$ cat src/rtl/alu_issue_stage.sv
// ALU issue stage: decodes RV32I OP/OP-IMM/LUI/AUIPC into an ALU operation
// and two operands. Results are registered behind a valid/ready handshake
// with a two-entry skid buffer. in_ready is a pure register, so it has no
// combinational path from out_ready.
module alu_issue_stage #(
  parameter int XLEN = 32
) (
  input  logic            clk,
  input  logic            rst_n,
  input  logic            flush,
  input  logic            in_valid,
  output logic            in_ready,
  input  logic [31:0]     in_instr,
  input  logic [XLEN-1:0] in_pc,
  input  logic [XLEN-1:0] in_rs1_data,
  input  logic [XLEN-1:0] in_rs2_data,
  output logic            out_valid,
  input  logic            out_ready,
  output logic [3:0]      out_op,
  output logic [XLEN-1:0] out_op1,
  output logic [XLEN-1:0] out_op2,
  output logic [4:0]      out_rd,
  output logic            out_wb_en,
  output logic            out_illegal,
  output logic [XLEN-1:0] out_pc
);

  localparam logic [6:0] OPC_OP    = 7'b0110011;
  localparam logic [6:0] OPC_OPIMM = 7'b0010011;
  localparam logic [6:0] OPC_LUI   = 7'b0110111;
  localparam logic [6:0] OPC_AUIPC = 7'b0010111;

  localparam logic [3:0] ALU_ADD  = 4'd0;
  localparam logic [3:0] ALU_SUB  = 4'd1;
  localparam logic [3:0] ALU_SLL  = 4'd2;
  localparam logic [3:0] ALU_SLT  = 4'd3;
  localparam logic [3:0] ALU_SLTU = 4'd4;
  localparam logic [3:0] ALU_XOR  = 4'd5;
  localparam logic [3:0] ALU_SRL  = 4'd6;
  localparam logic [3:0] ALU_SRA  = 4'd7;
  localparam logic [3:0] ALU_OR   = 4'd8;
  localparam logic [3:0] ALU_AND  = 4'd9;

  localparam logic [6:0] F7_BASE = 7'b0000000;
  localparam logic [6:0] F7_ALT  = 7'b0100000;

  typedef struct packed {
    logic [3:0]      op;
    logic [XLEN-1:0] op1;
    logic [XLEN-1:0] op2;
    logic [4:0]      rd;
    logic            wb_en;
    logic            illegal;
    logic [XLEN-1:0] pc;
  } entry_t;

  // funct3 -> ALU op for the base (funct7 = 0) encodings of OP / OP-IMM.
  function automatic logic [3:0] base_op(input logic [2:0] f3);
    logic [3:0] r;
    case (f3)
      3'b000:  r = ALU_ADD;
      3'b001:  r = ALU_SLL;
      3'b010:  r = ALU_SLT;
      3'b011:  r = ALU_SLTU;
      3'b100:  r = ALU_XOR;
      3'b101:  r = ALU_SRL;
      3'b110:  r = ALU_OR;
      3'b111:  r = ALU_AND;
      default: r = ALU_ADD;
    endcase
    return r;
  endfunction

  logic [6:0]      opcode;
  logic [2:0]      funct3;
  logic [6:0]      funct7;
  logic [XLEN-1:0] imm_i;
  logic [XLEN-1:0] imm_sh;
  logic [XLEN-1:0] imm_u;

  assign opcode = in_instr[6:0];
  assign funct3 = in_instr[14:12];
  assign funct7 = in_instr[31:25];
  assign imm_i  = {{(XLEN-12){in_instr[31]}}, in_instr[31:20]};
  assign imm_sh = {{(XLEN-5){1'b0}}, in_instr[24:20]};
  assign imm_u  = {in_instr[31:12], 12'b0};

  logic            dec_legal;
  logic [3:0]      dec_op;
  logic [XLEN-1:0] dec_op1;
  logic [XLEN-1:0] dec_op2;
  entry_t          dec_entry;

  // Decode the incoming instruction into a raw operation/operands and a legality flag.
  always_comb begin
    dec_legal = 1'b0;
    dec_op    = ALU_ADD;
    dec_op1   = {XLEN{1'b0}};
    dec_op2   = {XLEN{1'b0}};
    case (opcode)
      OPC_OP: begin
        dec_op1 = in_rs1_data;
        dec_op2 = in_rs2_data;
        if (funct7 == F7_BASE) begin
          dec_legal = 1'b1;
          dec_op    = base_op(funct3);
        end else if (funct7 == F7_ALT && funct3 == 3'b000) begin
          dec_legal = 1'b1;
          dec_op    = ALU_SUB;
        end else if (funct7 == F7_ALT && funct3 == 3'b101) begin
          dec_legal = 1'b1;
          dec_op    = ALU_SRA;
        end else begin
          dec_legal = 1'b0;
        end
      end
      OPC_OPIMM: begin
        dec_op1 = in_rs1_data;
        dec_op2 = imm_i;
        dec_op  = base_op(funct3);
        if (funct3 == 3'b001) begin
          dec_op2   = imm_sh;
          dec_legal = (funct7 == F7_BASE);
        end else if (funct3 == 3'b101) begin
          dec_op2   = imm_sh;
          dec_legal = (funct7 == F7_BASE) || (funct7 == F7_ALT);
          dec_op    = (funct7 == F7_ALT) ? ALU_SRA : ALU_SRL;
        end else begin
          dec_legal = 1'b1;
        end
      end
      OPC_LUI: begin
        dec_legal = 1'b1;
        dec_op2   = imm_u;
      end
      OPC_AUIPC: begin
        dec_legal = 1'b1;
        dec_op1   = in_pc;
        dec_op2   = imm_u;
      end
      default: begin
        dec_legal = 1'b0;
      end
    endcase
  end

  // Build the entry; illegal entries carry zeroed operation fields.
  always_comb begin
    dec_entry.rd      = in_instr[11:7];
    dec_entry.pc      = in_pc;
    dec_entry.illegal = ~dec_legal;
    dec_entry.wb_en   = dec_legal && (in_instr[11:7] != 5'd0);
    if (dec_legal) begin
      dec_entry.op  = dec_op;
      dec_entry.op1 = dec_op1;
      dec_entry.op2 = dec_op2;
    end else begin
      dec_entry.op  = ALU_ADD;
      dec_entry.op1 = {XLEN{1'b0}};
      dec_entry.op2 = {XLEN{1'b0}};
    end
  end

  entry_t main_q;
  entry_t skid_q;
  logic   main_valid;
  logic   skid_valid;
  logic   accept;
  logic   xfer;

  assign in_ready = ~skid_valid;
  assign accept   = in_valid && in_ready;
  assign xfer     = main_valid && out_ready;

  // Two-entry skid buffer: main feeds the outputs, skid absorbs one entry of backpressure.
  always_ff @(posedge clk or negedge rst_n) begin
    if (!rst_n) begin
      main_q     <= '0;
      skid_q     <= '0;
      main_valid <= 1'b0;
      skid_valid <= 1'b0;
    end else if (flush) begin
      main_valid <= 1'b0;
      skid_valid <= 1'b0;
    end else if (xfer) begin
      if (skid_valid) begin
        main_q     <= skid_q;
        skid_valid <= 1'b0;
      end else if (accept) begin
        main_q     <= dec_entry;
      end else begin
        main_valid <= 1'b0;
      end
    end else if (accept) begin
      if (!main_valid) begin
        main_q     <= dec_entry;
        main_valid <= 1'b1;
      end else begin
        skid_q     <= dec_entry;
        skid_valid <= 1'b1;
      end
    end else begin
      main_valid <= main_valid;
    end
  end

  assign out_valid   = main_valid;
  assign out_op      = main_q.op;
  assign out_op1     = main_q.op1;
  assign out_op2     = main_q.op2;
  assign out_rd      = main_q.rd;
  assign out_wb_en   = main_q.wb_en;
  assign out_illegal = main_q.illegal;
  assign out_pc      = main_q.pc;

endmodule

$ cat config.mk
export PLATFORM = sky130hd
export DESIGN_NAME = alu_issue_stage
export DESIGN_NICKNAME = d
export VERILOG_FILES = /design/src/rtl/alu_issue_stage.sv
export SDC_FILE = /design/constraint.sdc
export NUM_CORES = 1
export LEC_CHECK = 0
export CORE_ASPECT_RATIO = 0.75
export CORE_MARGIN = 5
export CORE_UTILIZATION = 30
export DETAILED_ROUTE_END_ITERATION = 8
export HOLD_SLACK_MARGIN = 0.05
export RECOVER_POWER = 50
export SLEW_MARGIN = 5
export SYNTH_ARGS = -nofsm -noshare
export SYNTH_HDL_FRONTEND = slang
export SYNTH_SLANG_ARGS = --single-unit
$ cat constraint.sdc
create_clock -name clk -period 2.2 [get_ports clk]
set_clock_uncertainty 0.1 [all_clocks]
set_input_delay 0.55 -clock clk [delete_from_list [all_inputs] [get_ports clk]]
set_output_delay 0.55 -clock clk [all_outputs]
set_load 0.03 [all_outputs]
After elaboration in Yosys (flattened, before gate mapping)
Memory sizes are Yosys's and may differ from the RTL's.
Index checks and enable logic that the tools add are counted.

word-level totals
  bits in registers = 216
  ROM bits = 64
  input port bits = 133
  output and inout port bits = 109
  word-level logic and storage cells = 83
  memories = 2

memories
  name             words  width  read ports  clocked after Yosys merged registers in  write ports  RTL line  RTL
  (no name shown)  8      4      1           0                                        0            60        case (f3)
  (no name shown)  8      4      1           0                                        0            60

operators by class
  equality and inequality tests = 10
  mux-type cells = 32
  bitwise logic cells = 4
  reduce and logical (&&, ||, !) cells = 19

operators with widths
  cell                count
  $mux 107            5
  $pmux 32 s3         1
  $mux 68             1
  $mux 32             2
  $pmux 32 s2         1
  $eq 7x6->1 const B  3
  $mux 1              15
  $eq 7x5->1 const B  2
  $mux 4              3
  $pmux 4 s2          1
  $reduce_and 4->1    2
  $logic_not 7->1     1
  $mux 3              2
  $ne 3x3->1 const B  2
  $reduce_bool 3->1   2
  $logic_and 1x1->1   5
  $reduce_bool 5->1   1
  $not 1->1           4
  $reduce_bool 2->1   2
  $reduce_or 2->1     2
  $eq 3x1->1 const B  1
  $eq 3x3->1 const B  1
  $logic_not 3->1     1
  $pmux 1 s3          1
  other kinds (4)     4

Depth between registers and ports, before layout
Gate-level depths: netlist (run 1).

  depth after elaboration = 10
  gate-level depth with buffers = 10
  depth with buffers taken out = 7

Least setup slack after synthesis (run 1)
Ideal clock, no wire load.

  path kind = input to register
  start point = input in_instr[13]
  end point = register main_q (netlist bit out_op2[21])
  setup time = 0.133 ns
  arrival time = 2.053 ns
  data required time = 1.967 ns
  slack = -0.086 ns
  stages = 9
  buffers on the path = 2
  cells stage by stage = inv_1 > ha_1 > buf_2 > inv_1 > and3_1 > nor2_1 > buf_2 > a221o_1 > o22ai_1

on the way
  longest elaborated chain between the ends = 10
  elaborated cells between the ends (all ways) = 20
  classes of those cells = 2 x eq/ne; 15 x mux; 3 x reduce/logical

RTL lines
  item                                RTL line  RTL
  start, declared                     13        input logic [31:0] in_instr,
  $eq 3x3->1                          110, 124
  $logic_and 1x1->1                   110       end else if (funct7 == F7_ALT && funct3 == 3'b101) begin
  $mux 1                              110
  $mux 1                              107       end else if (funct7 == F7_ALT && funct3 == 3'b000) begin
  $mux 1                              104       if (funct7 == F7_BASE) begin
  $pmux 1 s3                          100       case (opcode)
  $mux 68 *                           153       if (dec_legal) begin
  $mux 107, on equally long branches  195, 189
  $mux 107, on equally long branches  194, 186
  $mux 107 *                          185       end else if (xfer) begin
  end signal, assigned                187       main_q <= skid_q;
  end signal, assigned                190       main_q <= dec_entry;
  end signal, assigned                196       main_q <= dec_entry;
  end, declared                       164       entry_t main_q;

Every way passes the cells marked *; elsewhere a longest branch is shown, timed or not. The select of a mux whose other input is x is not followed.
A chain may end at the register's enable or synchronous reset.

Final worst setup path (run 1)
  start point = input in_instr[13]
  end point = register main_q (netlist bit out_op1[10])

on the way
  longest elaborated chain between the ends = 10
  elaborated cells between the ends (all ways) = 17
  classes of those cells = 2 x eq/ne; 12 x mux; 3 x reduce/logical

RTL lines
  item                                RTL line
  $eq 3x3->1                          110, 124
  $logic_and 1x1->1                   110
  $mux 1                              110
  $mux 1                              107
  $mux 1                              104
  $pmux 1 s3 *                        100
  $mux 68 *                           153
  $mux 107, on equally long branches  195, 189
  $mux 107, on equally long branches  194, 186
  $mux 107 *                          185

Marks and branches as above.

==> results of run 1 <==
[cell families (layout without fill, tap and decap cells)]
family          count (synthesis)  count (layout)  synth area share (%)
other cells                     0               8                     0
buf+inv                       120             408                  4.99
compound gates                323             323                  22.9
flops                         216             216                  53.8
simple gates                  322             322                  13.1
fa+ha+maj                       4               4                 0.498
mux                            43              43                  4.75
[per-stage QoR]
step / TNS (ns) / hold WS, ns / cells
floorplan: 0 / 0.154 / 1028
global placement: -82.52 / 0.357 / 1719
detailed placement: -86.94 / 0.366 / 1719
CTS: 0 / 0.377 / 1762
global route: -1.88 / 0.397 / 1774
finish: 0 / 0.375 / 1774
[power breakdown]
group,total (W),internal [W],switching [W]
logic,0.00288,0.00111,0.00177
registers,0.00487,0.00454,0.000328
clock network,0.00403,0.00232,0.00170
[how the worst max path moves through the flow]
stage / start / endpoint / slack, ns / cells past startpoint
after floorplan: in_instr[13] / skid_q[100]$_DFFE_PN0P_ / 0.02 / 9
after global placement: in_instr[13] / out_op2[25]$_DFFE_PN0P_ / -0.71 / 8
after CTS: in_instr[25] / skid_q[66]$_DFFE_PN0P_ / 0.01 / 7
after global routing: in_instr[26] / out_op1[18]$_DFFE_PN0P_ / -0.06 / 9
final: in_instr[13] / out_op1[10]$_DFFE_PN0P_ / 0.001 / 11
after detailed placement: in_instr[13] / out_op2[25]$_DFFE_PN0P_ / -0.73 / 8
[area by class of cell]
cell class | instances | area (µm²) | area share, %
Sequential cell | 216 | 5410 | 37.4
Tap cell | 450 | 563 | 3.89
Clock buffer | 33 | 726 | 5.02
Clock inverter | 9 | 73.8 | 0.510
Antenna cell | 8 | 20.0 | 0.138
Timing Repair Buffer | 342 | 3230 | 22.3
Multi-Input combinational cell | 692 | 4360 | 30.1
Inverter | 24 | 90.1 | 0.623
[timing repair]
action	4_1_cts	5_1_grt
setup endpoints to repair	157	49
gates resized for setup	111	29
pin swaps	1	4
gates cloned	0	1
buffers inserted	0	3
hold buffers	1	0
hold endpoints to repair	45	0
[sequential cells by signal, summed over array words and instances (netlist names)]
register	flops
out_illegal	1
out_op	4
out_op1	32
out_op2	32
out_pc	32
out_rd	5
out_valid	1
out_wb_en	1
skid_q	107
skid_valid	1
[routing by layer]
| layer | vias to the layer above | global-route usage (%) |
|---|---|---|
| met3 | 61 | 4.00 |
| li1 | 4282 | - |
| met2 | 319 | 25.8 |
| met5 | - | 0 |
| met1 | 4558 | 29.1 |
| met4 | 0 | 5.74 |
[critical path: stages]
cell	delay (ns)
sky130_fd_sc_hd__clkdlybuf4s50_1	0.49
sky130_fd_sc_hd__inv_1	0.06
sky130_fd_sc_hd__buf_4	0.14
sky130_fd_sc_hd__ha_1	0.17
sky130_fd_sc_hd__nand2b_1	0.06
sky130_fd_sc_hd__and3_4	0.22
sky130_fd_sc_hd__o221ai_4	0.15
sky130_fd_sc_hd__buf_4	0.18
sky130_fd_sc_hd__buf_12	0.16
sky130_fd_sc_hd__a32oi_2	0.24
sky130_fd_sc_hd__a21oi_2	0.08
[cells in the final DEF, fill, tap and decap left out, types with 3 or more instances in the layout]
| cell | instances |
|---|---|
| sky130_fd_sc_hd__clkbuf_2 | 4 |
| sky130_fd_sc_hd__ha_1 | 3 |
| sky130_fd_sc_hd__inv_1 | 23 |
| sky130_fd_sc_hd__dfrtp_1 | 216 |
| sky130_fd_sc_hd__buf_4 | 76 |
| sky130_fd_sc_hd__diode_2 | 8 |
| sky130_fd_sc_hd__o31ai_2 | 12 |
| sky130_fd_sc_hd__nor2_1 | 114 |
| sky130_fd_sc_hd__nand2b_1 | 3 |
| sky130_fd_sc_hd__a31oi_1 | 38 |
| sky130_fd_sc_hd__clkbuf_16 | 26 |
| sky130_fd_sc_hd__a21oi_1 | 76 |
| sky130_fd_sc_hd__a221o_1 | 19 |
| sky130_fd_sc_hd__o22ai_1 | 36 |
| sky130_fd_sc_hd__nor3_1 | 25 |
| sky130_fd_sc_hd__mux2i_1 | 5 |
| sky130_fd_sc_hd__a22oi_2 | 5 |
| sky130_fd_sc_hd__dlygate4sd3_1 | 3 |
| sky130_fd_sc_hd__a22o_1 | 15 |
| sky130_fd_sc_hd__clkinvlp_4 | 3 |
| sky130_fd_sc_hd__a32o_1 | 16 |
| sky130_fd_sc_hd__a22oi_1 | 29 |
| sky130_fd_sc_hd__o21ai_0 | 7 |
| sky130_fd_sc_hd__dlygate4sd2_1 | 109 |
| sky130_fd_sc_hd__buf_12 | 14 |
| sky130_fd_sc_hd__nand3_1 | 4 |
| sky130_fd_sc_hd__o31ai_1 | 41 |
| sky130_fd_sc_hd__clkdlybuf4s50_1 | 128 |
| sky130_fd_sc_hd__nand2_1 | 156 |
| sky130_fd_sc_hd__a32oi_2 | 8 |
| sky130_fd_sc_hd__clkbuf_8 | 7 |
| sky130_fd_sc_hd__clkinv_2 | 4 |
| sky130_fd_sc_hd__a32oi_1 | 8 |
| sky130_fd_sc_hd__mux2_2 | 38 |
==> metrics list, run 1 <==
- For the worst-skew pair, the clock arrives at the later sink with an insertion delay of 0.55 ns.
- In this run the standard cell core region covers 33300 µm².
- Once layout is done, the placed cells without fillers occupy 14500 µm².
* Share of the clock period used by the worst path: 99.9%
- Final Util: 43.4%
- Startpoint of the worst-slack reg-to-reg timing path: skid_valid$_DFFE_PN0P_
* Gp weighted congestion: 0.861
- At the placement stage, the worst setup path has a slack of -0.730 ns.
- Post-detailed-route count of antenna-violating nets: 0
- I/O pin cnt: 242
- Number of design rule violations left after detail routing: 0
- Portion of the post-synthesis area used by sequential elements: 53.8%
* Growth of design area from synthesis to finish: 43.9%
- Total number of vias: 9220
- For this configuration, the core starts out at a cell density of 30.2%.
- Worst R2R Setup Slack: 0.15 ns
- Top post-synthesis cells by area: sky130_fd_sc_hd__dfrtp_1 54%, sky130_fd_sc_hd__nand2_1 5.9%, sky130_fd_sc_hd__nor2_1 4.3%
- The detailed router used layers up to and including met4.
- Detailed routing placed a total of 15300 µm of wire on met2.
- Vias in the first global route: 9045
- Across the VDD grid, the largest voltage drop is 0.499 mV.
- CTS built an H-tree with a depth of 1.
* Placement Rows: 58
* Routed wire per std cell: 20.5 µm
- Routed metal-1 wire length: 17600 µm
- Commonest cells in the netlist: 216 x sky130_fd_sc_hd__dfrtp_1, 158 x sky130_fd_sc_hd__nand2_1, 115 x sky130_fd_sc_hd__nor2_1, 78 x sky130_fd_sc_hd__a21oi_1, 63 x sky130_fd_sc_hd__clkbuf_1
* Post-synth EDFFs: 0
- The number of clock buffers added by TritonCTS is 25.
- Cell area after technology mapping: 10100 µm²
* Largest area contributor in the netlist: sky130_fd_sc_hd__dfrtp_1
- Largest buffer count on any clock path: 3
* Die height: 169 µm
* DRT iter0 DRCs: 781
- Layout fillers: 3188
* Router iterations before antenna repair: 5
* Final setup violation count: 0
- The min-delay analysis places its worst path in the category flop to flop.
* Kind of end point of the critical path: flop
* Reg clk slew, reported paths: 0.06 ns
- Total power for the finished layout comes to 0.0118 W.
- The hold violation count in the final report is 0.
* Detailed placer's ending HPWL: 26200 µm
- Power Dens Cells: 814 nW/µm²
- Antenna violations before repair: 8
* Worst Setup Path Type: input port to flop
* Number of nets at the end of the flow: 1438
- Start point of the worst hold path: skid_q[45]$_DFFE_PN0P_
- Global routing finished with a remaining overflow of 0.
- Pin count of the biggest net entering global routing: 52
- The worst setup path is launched from an input port.
* Worst Hold Endpoint: skid_q[45]$_DFFE_PN0P_
- Top fanout value on the critical path: 25
- Counting flops and latches in the post-synthesis netlist gives 216.
* Endpoint of the worst register-to-register path: skid_q[9]$_DFFE_PN0P_
* Total routing resource utilization after global routing: 18.7%
- The tool flagged a number of max-cap violations equal to 0.
- For this design the static power due to leakage is 6.22 nW.
* Run status: completed
* WP data arrival: 2.51 ns
* Final Max Tran Viols: 0
- Final routed wirelength across all metal layers: 36300 µm
* TritonCTS clock tree: done
- For this run, the leading register cell type out of synthesis is sky130_fd_sc_hd__dfrtp_1.
- Count of distinct cell types in the synthesized netlist: 44
- The Yosys step of the flow raised 0 warnings.
- Transition time at the pin with the least slew margin: 1.35 ns
- In the final layout, the share of cells above drive strength 1 is 17.2%.
- Setup repair after global routing could not meet its margin everywhere.
* Remaining max-slew budget at the tightest pin: 9.68%
* Share of synthesized flip-flops with an asynchronous set or reset: 100%
* Req. time, crit path: 2.51 ns
* Post-synth top area share: 53.8%
* Path depth of the worst reg2reg path: 5
* Number of instances in the synthesized netlist: 1028
- The first global-routing pass estimated 55400 µm of wire.
- Synthesis produced a netlist with a net count of 1165.
- Mean Syn Cell Area: 9.78 µm²
- In this run the tool buffered the top-level ports with 241 buffer cells.
* Most frequently used cell type in the post-synthesis netlist: sky130_fd_sc_hd__dfrtp_1
- For the finished layout, the period the worst path requires is 2.20 ns.
* Detailed-routed wire length on met3: 2440 µm
* Clock sinks: 216
- Once placement finished, the instance area stood at 13600 µm².
- Based on the critical path, the design can be clocked at up to 0.455 GHz.
* Master cell of the clock root buffer: sky130_fd_sc_hd__clkbuf_16
- Hold Path Cell Cnt: 2
* Number of vias per cell: 5.20
- In this run the horizontal extent of the chip is 221 µm.
* Final worst slack: 0.00144 ns
- The die covers 37300 µm².
(Power assumes the default switching activity.)
==> run 2, diff against run 1 <==
Settings changed: CAP_MARGIN from default to 20.
==> results of run 2 <==
The final DEF is identical to that of run 1; final timing and power are the same.
==> run 3, diff against run 2 <==
Settings changed: ABC_AREA from default to 0.
==> results of run 3 <==
The final DEF is identical to that of run 1; final timing and power are the same.
